==> config.mk <==
export PLATFORM = sky130hd
export DESIGN_NAME = sync_fifo_param
export DESIGN_NICKNAME = d
export VERILOG_FILES = /design/src/rtl/sync_fifo_pkg.sv /design/src/rtl/fifo_ram_1r1w.sv /design/src/rtl/sync_fifo_param.sv
export SDC_FILE = /design/constraint.sdc
export NUM_CORES = 1
export LEC_CHECK = 0
export CAP_MARGIN = 20
export CORE_MARGIN = 2
export CORE_UTILIZATION = 54
export DETAILED_ROUTE_END_ITERATION = 8
export PLACE_DENSITY = 0.76
export SLEW_MARGIN = 0
export SYNTH_ARGS = -nofsm -noshare
export SYNTH_HDL_FRONTEND = slang
export SYNTH_SLANG_ARGS = --single-unit
==> constraint.sdc <==
create_clock -name clk -period 2.65 [get_ports clk]
set_clock_uncertainty 0.2 [all_clocks]
set_input_delay 0.265 -clock clk [delete_from_list [all_inputs] [get_ports clk]]
set_output_delay 0.265 -clock clk [all_outputs]
set_load 0.01 [all_outputs]
==> src/rtl/sync_fifo_pkg.sv <==
// Shared sizing helpers and default geometry for the single-clock FIFO.
package sync_fifo_pkg;

    localparam int DEF_WIDTH = 8;
    localparam int DEF_DEPTH = 16;

    // Ceiling log2; returns 1 for inputs of 0 or 1 so address buses stay legal.
    function automatic int clog2(input int value);
        int result;
        result = 0;
        while ((1 << result) < value) begin
            result = result + 1;
        end
        if (result == 0) begin
            result = 1;
        end
        return result;
    endfunction

endpackage

==> src/rtl/fifo_ram_1r1w.sv <==
// WIDTH x DEPTH storage: synchronous write port, read port registered (REG_RD=1)
// or combinational (REG_RD=0).
module fifo_ram_1r1w #(
    parameter int WIDTH  = 8,
    parameter int DEPTH  = 16,
    parameter int AW     = 4,
    parameter int REG_RD = 1
) (
    input  logic             clk,
    input  logic             rst_n,
    input  logic             wr_en,
    input  logic [AW-1:0]    wr_addr,
    input  logic [WIDTH-1:0] wr_data,
    input  logic             rd_en,
    input  logic [AW-1:0]    rd_addr,
    output logic [WIDTH-1:0] rd_data
);

    logic [WIDTH-1:0] mem [DEPTH];

    // Storage is deliberately left out of reset.
    always_ff @(posedge clk) begin
        if (wr_en) begin
            mem[wr_addr] <= wr_data;
        end
    end

    generate
        if (REG_RD != 0) begin : g_reg_rd
            always_ff @(posedge clk or negedge rst_n) begin
                if (!rst_n) begin
                    rd_data <= '0;
                end else if (rd_en) begin
                    rd_data <= mem[rd_addr];
                end
            end
        end else begin : g_comb_rd
            assign rd_data = mem[rd_addr];
        end
    endgenerate

    // rd_en/rst_n are only consumed by the registered read port.
    logic unused_rd_ctrl;
    assign unused_rd_ctrl = rd_en ^ rst_n;

endmodule

==> src/rtl/sync_fifo_param.sv <==
// Single-clock parametrised FIFO with fill count, threshold flags and sticky errors.
// Define SYNC_FIFO_FWFT_EN for first-word-fall-through reads.
module sync_fifo_param
    import sync_fifo_pkg::*;
#(
    parameter int WIDTH    = DEF_WIDTH,
    parameter int DEPTH    = DEF_DEPTH,
    parameter int AF_LEVEL = DEPTH - 2,
    parameter int AE_LEVEL = 2
) (
    input  logic                   clk,
    input  logic                   rst_n,
    input  logic                   wr_en,
    input  logic [WIDTH-1:0]       din,
    input  logic                   rd_en,
    output logic [WIDTH-1:0]       dout,
    output logic                   full,
    output logic                   empty,
    output logic                   almost_full,
    output logic                   almost_empty,
    output logic [clog2(DEPTH):0]  count,
    output logic                   overflow,
    output logic                   underflow,
    input  logic                   err_clr
);

    localparam int AW = clog2(DEPTH);
    localparam int CW = AW + 1;

`ifdef SYNC_FIFO_FWFT_EN
    localparam int REG_RD = 0;
`else
    localparam int REG_RD = 1;
`endif

    logic [CW-1:0]    wr_ptr;
    logic [CW-1:0]    rd_ptr;
    logic [CW-1:0]    count_nxt;
    logic             wa;
    logic             ra;
    logic [WIDTH-1:0] ram_rd;

    assign wa = wr_en & ~full;
    assign ra = rd_en & ~empty;

    always_comb begin
        count_nxt = count;
        case ({wa, ra})
            2'b10:   count_nxt = count + CW'(1);
            2'b01:   count_nxt = count - CW'(1);
            default: count_nxt = count;
        endcase
    end

    always_ff @(posedge clk or negedge rst_n) begin
        if (!rst_n) begin
            wr_ptr <= '0;
            rd_ptr <= '0;
        end else begin
            if (wa) begin
                wr_ptr <= wr_ptr + CW'(1);
            end
            if (ra) begin
                rd_ptr <= rd_ptr + CW'(1);
            end
        end
    end

    // Flags come from count_nxt so they line up with the registered count.
    always_ff @(posedge clk or negedge rst_n) begin
        if (!rst_n) begin
            count        <= '0;
            full         <= 1'b0;
            empty        <= 1'b1;
            almost_full  <= 1'b0;
            almost_empty <= 1'b1;
        end else begin
            count        <= count_nxt;
            full         <= (count_nxt == CW'(DEPTH));
            empty        <= (count_nxt == '0);
            almost_full  <= (count_nxt >= CW'(AF_LEVEL));
            almost_empty <= (count_nxt <= CW'(AE_LEVEL));
        end
    end

    // A fresh error outranks a simultaneous clear.
    always_ff @(posedge clk or negedge rst_n) begin
        if (!rst_n) begin
            overflow  <= 1'b0;
            underflow <= 1'b0;
        end else begin
            if (wr_en && full) begin
                overflow <= 1'b1;
            end else if (err_clr) begin
                overflow <= 1'b0;
            end
            if (rd_en && empty) begin
                underflow <= 1'b1;
            end else if (err_clr) begin
                underflow <= 1'b0;
            end
        end
    end

    fifo_ram_1r1w #(
        .WIDTH  (WIDTH),
        .DEPTH  (DEPTH),
        .AW     (AW),
        .REG_RD (REG_RD)
    ) u_ram (
        .clk     (clk),
        .rst_n   (rst_n),
        .wr_en   (wa),
        .wr_addr (wr_ptr[AW-1:0]),
        .wr_data (din),
        .rd_en   (ra),
        .rd_addr (rd_ptr[AW-1:0]),
        .rd_data (ram_rd)
    );

`ifdef SYNC_FIFO_FWFT_EN
    assign dout = empty ? '0 : ram_rd;
`else
    assign dout = ram_rd;
`endif

    // Wrap bits are kept for pointer bookkeeping; occupancy is tracked by count.
    logic unused_ptr_msb;
    assign unused_ptr_msb = wr_ptr[AW] ^ rd_ptr[AW];

endmodule
Yosys cells after proc, flatten, opt, wreduce, memory -nomap -nowiden:

Memories as Yosys holds them, arrays and structs flattened. A register that Yosys moved wholly into a read port is not among the register bits.
Cells that the tools add are included.

* add/sub/neg operators: 4
* multipliers: 0
* divide/modulo/power cells: 0
* magnitude comparators: 2
* eq/ne operators: 3
* shifts and indexed selects: 0
* muxes and demuxes: 6
* bitwise gates (word level): 4
* reductions and logical operators: 6

Operator list (count)
* $add A5 B1 Y5 const B: 3
* $pmux W5 S2: 1
* $eq A5 B5 Y1 const B: 1
* $ge A5 B4 Y1 const B: 1
* $le A5 B2 Y1 const B: 1
* $logic_not A5 Y1: 1
* $mux W1: 5
* $sub A5 B1 Y5 const B: 1
* $reduce_bool A2 Y1: 2
* $and A1 B1 Y1: 2
* $eq A2 B1 Y1 const B: 1
* $eq A2 B2 Y1 const B: 1
* $logic_and A1 B1 Y1: 2
* $not A1 Y1: 2
* $logic_not A1 Y1: 1

* flip-flop bits (word level): 21
* latch bits: 0
* bits in writable memories: 128
* bits in read-only memories: 0
* input bits: 13
* output and inout bits: 19
* word-level logic and storage cells: 35
* memories kept: 1

Memories
* u_ram.mem: depth 16, bits a word 8, rd ports 1, clocked after memory_dff 1, wr ports 1, line fifo_ram_1r1w.sv:19 `logic [WIDTH-1:0] mem [DEPTH];`

Depth between registers and ports, before layout:

Gate-level depths: netlist (run 1).

* depth in word-level cells: 5
* gate-level depth with buffers: 12
* mapped depth without buffers: 10

Hierarchy:

A second synthesis (run 1) with hierarchy kept.

* cell total of the unflattened synthesis: 328
* area total of the unflattened synthesis: 6327.3 µm²

Modules (own cells, without submodules)
* fifo_ram_1r1w: times used 1, cells each 240, area an instance 5331.4 µm², seq. area each 4043.9 µm²
* sync_fifo_param: times used 1, cells each 88, area an instance 996.0 µm², seq. area each 478.0 µm²

Least setup slack after synthesis (run 1):

Ideal clock, no wire load.

* path type: register to register
* start: register empty
* end: register almost_empty
* setup time: 0.099 ns
* arrival: 2.630 ns
* data required time: 2.351 ns
* path slack: -0.279 ns
* cell stages (with the launch flop): 13
* path buffers: 2
* period minus slack after synthesis: 2.929 ns
* cells stage by stage: dfstp_2 -> nand2b_1 -> clkbuf_1 -> inv_2 -> ha_1 -> buf_6 -> xor2_1 -> ha_1 -> a21oi_1 -> mux2i_1 -> xor2_1 -> inv_1 -> a2111oi_4

* word-level cells in the longest chain between the ends: 5
* elaborated cells on any way between the ends: 6
* classes of those cells: 1 x order compare; 2 x eq/ne; 1 x mux; 2 x bitwise

Ends and longest elaborated chain
* start, declared: line sync_fifo_param.sv:18 `output logic empty,`
* start signal, assigned: line sync_fifo_param.sv:80 `empty <= (count_nxt == '0);`
* $not A1 Y1 (*): line sync_fifo_param.sv:44 `assign ra = rd_en & ~empty;`
* $and A1 B1 Y1 (*): line sync_fifo_param.sv:44
* $eq A2 B1 Y1 or $eq A2 B2 Y1 (tied branches): line sync_fifo_param.sv:48 `case ({wa, ra})`
* $pmux W5 S2 (*): line sync_fifo_param.sv:48
* net count_nxt[2]: line sync_fifo_param.sv:38 `logic [CW-1:0] count_nxt;`
* $le A5 B2 Y1 (*): line sync_fifo_param.sv:82 `almost_empty <= (count_nxt <= CW'(AE_LEVEL));`
* end signal, assigned: line sync_fifo_param.sv:82
* end, declared: line sync_fifo_param.sv:20 `output logic almost_empty,`

Mark *: on every way through the listed nets, which the timed path passes. The rest lies on a longest branch.
A chain may end at the register's enable or synchronous reset.

Worst setup path after layout (run 1):

Same ends and word-level chain as after synthesis.

==> results of run 1 <==
## final timing paths
check | from | slack [ns] | to
hold reg to reg | u_ram.rd_data[7] | 0.28 | u_ram.rd_data[7]
hold / removal | rst_n | 0.03 | wr_ptr[1]
setup reg to reg | empty | 0.07 | almost_empty
setup / recovery | empty | 0.07 | almost_empty
max in group asynchronous | rst_n | 1.89 | empty
min in group clk | wr_en | 0.22 | overflow
## sequential cells by signal (all words and copies together) (netlist names)
name           flops
empty              1
u_ram.rd_data      8
full               1
wr_ptr             4
almost_empty       1
almost_full        1
rd_ptr             4
underflow          1
u_ram.mem        128
count              5
overflow           1
## worst max-delay path, stage by stage, from the launching register on
cell and delay, ns:
dfstp_2 0.56, nand2b_4 0.14, inv_4 0.04, ha_4 0.17, xor2_1 0.14, ha_2 0.21
a21oi_2 0.12, mux2i_1 0.23, xor2_1 0.28, inv_2 0.10, a2111oi_4 0.27
## power by group
part,switching [mW],internal [mW],total (mW)
Sequential,0.344,3.06,3.41
Clock,1.01,1.33,2.33
Combinational,1.34,1.37,2.71
Total,2.70,5.75,8.45
## layout by cell type, fill, tap and decap left out, types with 8 or more instances in the layout
cell type / count
clkbuf_16: 17
nand2_1: 24
mux2i_1: 23
dfrtp_1: 24
clkdlybuf4s50_1: 31
buf_4: 33
o211ai_1: 8
nor2_1: 16
o21ai_0: 10
edfxtp_1: 128
mux4_2: 26
## metrics by stage
stage          utilization, %  hold WS, ns  instance area, µm²  worst slack [ns]  total power, mW
3_5_place_dp             60.8        0.266                6920            -0.274             6.05
5_1_grt                  66.4       0.0691                7550          -0.00593             8.84
6_report                 66.4       0.0262                7550            0.0728             8.45
4_1_cts                  65.9       0.0290                7500            0.0228             8.39
3_3_place_gp             60.8        0.262                6920            -0.119             5.96
2_1_floorplan               -       -0.231                6280            0.0125             5.09
## repair_timing
action,4_1_cts,5_1_grt
cloned,0,0
pin swaps,1,2
setup buffers,0,3
hold endpoints to repair,0,0
resized for setup,1,5
setup endpoints to repair,1,4
## cell type report
| cell class | count | area share [%] |
|---|---|---|
| inverters | 10 | 0.531 |
| clock buffers | 17 | 5.64 |
| clock inverters | 14 | 2.01 |
| well taps | 143 | 2.37 |
| multi-input cells | 167 | 21.9 |
| flip-flops and latches | 155 | 59.9 |
| repair buffers | 65 | 7.66 |
## cell families after synthesis
group           count (synthesis)
compound gates                 37
xor+xnor                       11
fa+ha+maj                       9
buf+inv                        26
flops                         155
mux                            49
simple gates                   61
## routing by layer
layer | wire length (µm) | global-route usage (%)
met1 | 5120 | 28.8
met2 | 6060 | 32.0
met3 | 826 | 6.31
met4 | 127 | 8.56
met5 | 0 | 0
==> flow_summary.ini, run 1 <==
[run_status]
status = complete, no violations

[synthesis]
syn_area_mm2 = 0.00625
synth_edf_count = 128
yosysMostFrequentCell = edfxtp_1
synthCells = 348
synth_mux_area_share_pct = 13.1
synth_top_area_share_pct = 61.5
synth_seq_cells = 155
synthTopCellsByCount = edfxtp_1, mux4_2, dfrtp_1, nand2_1, mux2i_1
seq_area_frac_synth_pct = 72.4
synth_top_area_cell = edfxtp_1
synth-async-reset-ratio_pct = 17.4
synthSimpleGateAreaFrac_pct = 4.71
synth_xor_area_share_pct = 1.54
synth_cell_types = 42
synth_compound_area_share_pct = 4.53
syn_nets = 370
synthTopCellsByArea = edfxtp_1, dfrtp_1, mux4_2, mux2i_1, ha_1
yosysWarnings = 0
synth_top_family_by_area = multiplexers
synth_adder_area_share_pct = 1.80
syn_avg_cell_area_um2 = 17.9
synthFlopType = edfxtp_1

[worst_setup_path]
worst-path-max-fanout = 6
crit_path_end_kind = flip-flop
reg2reg_depth = 10
crit_type = flip-flop to flip-flop
critical_path_arrival_ns = 2.70
critPathLaunchType = flip-flop
required_ns = 2.77

[floorplanning]
coreArea_mm2 = 0.0114
die_area_mm2 = 0.0124
die_w_um = 112
pin_count = 32
initial_utilization_pct = 54.9
fp-row-count = 39
die_y_um = 112

[global_route]
grt_max_degree = 28
grt_pass1_wl_mm = 18.9
first_global_vias = 3352
antenna_found_initial = 0
track_usage_pct = 21.0
grt_overflow_total = 0

[cells_and_area]
stdcell_count = 571
ff_latch_area_mm2 = 0.00452
multi_input_area_mm2 = 0.00165
nets = 438
diodes = 0
fillerInstances = 721
area_delta_synth_final_pct = 20.8
drive_above_1_share_pct = 25.7

[placed_design]
portBuffers = 31
dp_hpwl_mm = 7.90
place_congestion = 0.770
dpl.cell_count = 537

[detailed_routing]
viasPerCell = 5.79
detail-route-antenna-nets = 0
drtPass1Iterations = 5
wirelength_mm = 12.1
dr_total_vias = 3307
wl_per_cell_um = 21.3
drc = 0
drt_iter0_drc = 312

[sta]
final-setup-viol-count = 0
final.min_clock_period_ns = 2.58
hold_viol = 0
slew_viol_final = 0
tns_ns = 0
worst_slew_pin_slew_ns = 0.548
slew_headroom_pct = 63.4
fmax_mhz = 388
fin_crit_sh_pct = 97.3

[cts]
clockRootBuffer = clkbuf_16
cts_tree = done
ctsLongestPathBuffers = 2
insertion_delay_ns = 0.43
numCtsBuffers = 17
cts.sinks = 155
clkSlewWorstSetupHoldPaths_ns = 0.07
cts_hold_buf = 0
htreeDepth = 4

[pwr]
leakagePower_nw = 2.66
peakVddDrop_mv = 0.828
power_density_mw_per_mm2 = 1120

[hold_path]
hp-class = primary input to async pin

[job]
maxCapViolations = 0
Power figures use the tool's default switching activity.
==> run 2, diff against run 1 <==
--- a/config.mk
+++ b/config.mk
@@ -10,6 +10,7 @@
 export CORE_UTILIZATION = 54
 export DETAILED_ROUTE_END_ITERATION = 8
 export PLACE_DENSITY = 0.76
+export REMOVE_ABC_BUFFERS = 1
 export SLEW_MARGIN = 0
 export SYNTH_ARGS = -nofsm -noshare
 export SYNTH_HDL_FRONTEND = slang
==> run 2 against run 1 <==
Against the previous run: non-clock buffer count fell by 1; fmax increased by 1.9%; final cell count stayed put; final area increased by 0.51%; worst hold slack improved by 0.0047 ns; count of clock-buffer cells in the layout unchanged; critical path depth unchanged; total power up 2.2%; critical path type unchanged; largest power group unchanged; highest routed layer unchanged.
==> flow_summary.ini, run 2 (synthesized netlist as in run 1, its figures left out) <==
[sta]
fin_crit_sh_pct = 95.4
setup_ws_ns = 0.121
worst_slew_pin_slew_ns = 0.603
slew_viol_final = 0
slew_headroom_pct = 59.7
timing.hold.ws_ns = 0.0309
final.min_clock_period_ns = 2.53
fmax_mhz = 395
rsz0062_at_grt = false
final-setup-viol-count = 0
hold_viol = 0
tns_ns = 0

[detailed_routing]
detail-route-antenna-nets = 0
dr_total_vias = 3380
viasPerCell = 5.92
wirelength_mm = 13.2
wl_met1_mm = 5.29
wl_met2_mm = 6.72
drt_iter0_drc = 364
dr_wl_met3_um = 845
drc = 0
drtPass1Iterations = 4
wl_per_cell_um = 23.0
routed.top_layer = met4

[worst_setup_path]
crit_path_end_kind = flip-flop
critical_path_arrival_ns = 2.63
rrSetupSlack_ns = 0.12
crit_type = flip-flop to flip-flop
required_ns = 2.75
critPathLaunchType = flip-flop
worst-path-max-fanout = 4

[cts]
ctsLongestPathBuffers = 2
clkSlewWorstSetupHoldPaths_ns = 0.06
numCtsBuffers = 17
insertion_delay_ns = 0.42
clockRootBuffer = clkbuf_16
htreeDepth = 4
cts.sinks = 155
cts_tree = done
cts_hold_buf = 0

[placed_design]
place_congestion = 0.829
dp_slack_ns = -0.318
dp_hpwl_mm = 8.17
portBuffers = 31

[cells_and_area]
drive_above_1_share_pct = 25.7
multi_input_area_mm2 = 0.00166
reg_top3 = u_ram.mem x128, u_ram.rd_data x8, count x5
final_common_cell = edfxtp_1
fillerInstances = 736
largest_reg_flops = 128
diodes = 0
ff_latch_area_mm2 = 0.00452
regMostFlops = u_ram.mem
final_cell_mix = edfxtp_1, buf_4, clkdlybuf4s50_1
area_delta_synth_final_pct = 21.4
nets = 437

[global_route]
first_global_vias = 3576
grt_max_degree = 28
grt_overflow_total = 0
grt_pass1_wl_mm = 20.5
track_usage_pct = 22.5
antenna_found_initial = 0

[floorplanning]
die_area_mm2 = 0.0124
die_y_um = 112
pin_count = 32
initial_utilization_pct = 54.9
die_w_um = 112
fp-row-count = 39
coreArea_mm2 = 0.0114

[job]
maxCapViolations = 0

[hold_path]
hp-class = primary input to async pin

[pwr]
leakagePower_nw = 2.69
peakVddDrop_mv = 0.925
power_density_mw_per_mm2 = 1140

[run_status]
status = complete, no violations
## run 2: changes by cell type in the layout (fill, tap and decap cells not counted), sizes merged
cell      previous run  this run
bufinv               1         3
clkinv               4         6
inv                 17        15
buf                 34        33
clkinvlp             2         1
## run 2: layout make-up
class / count / area share (%)
Timing Repair Buffer: 64 / 7.52
Clock inverter: 15 / 2.47
Multi-Input combinational cell: 167 / 21.9
Tap cell: 143 / 2.36
Inverter: 10 / 0.495
Clock buffer: 17 / 5.61
Sequential cell: 155 / 59.6
## run 2: where the power goes
part / switching, mW / internal [mW]
Clock: 0.987 / 1.50
Combinational: 1.41 / 1.35
Sequential: 0.319 / 3.06
Total: 2.72 / 5.92
## run 2: metrics by stage
stage	power, mW	instances	util [%]	area, µm²
3_5_place_dp	6.10	539	60.8	6910
2_1_floorplan	4.99	332	-	6160
4_1_cts	8.63	571	66.3	7540
5_1_grt	9.01	571	66.7	7580
3_3_place_gp	5.99	539	60.8	6910
6_report	8.63	571	66.7	7580
## run 2: path summary, 6_finish.rpt
check,start,to,cells past startpoint
max in group asynchronous,rst_n,almost_empty,2
min reg2reg,u_ram.rd_data[5],u_ram.rd_data[5],2
min,rst_n,count[1],2
max,empty,almost_full,10
min in group clk,err_clr,overflow,2
max reg2reg,empty,almost_full,10
## run 2: worst max-delay path: stages (launching register included)
cell	delay, ns
dfstp_2	0.55
nand2b_4	0.13
inv_2	0.05
ha_4	0.17
xor2_1	0.14
ha_2	0.21
a21oi_2	0.13
mux2i_1	0.22
xor2_1	0.24
inv_1	0.13
a31o_2	0.25
## run 2: timing repair
action,CTS,global route
setup endpoints to repair,2,2
cloned,0,0
pin swaps,2,6
setup buffers,0,0
resized for setup,4,7
## run 2: routing by layer
layer	vias to the layer above	GRT usage, %
li1	1488	-
met1	1730	29.0
met2	139	37.8
met3	23	5.61
met4	0	7.98
met5	-	0
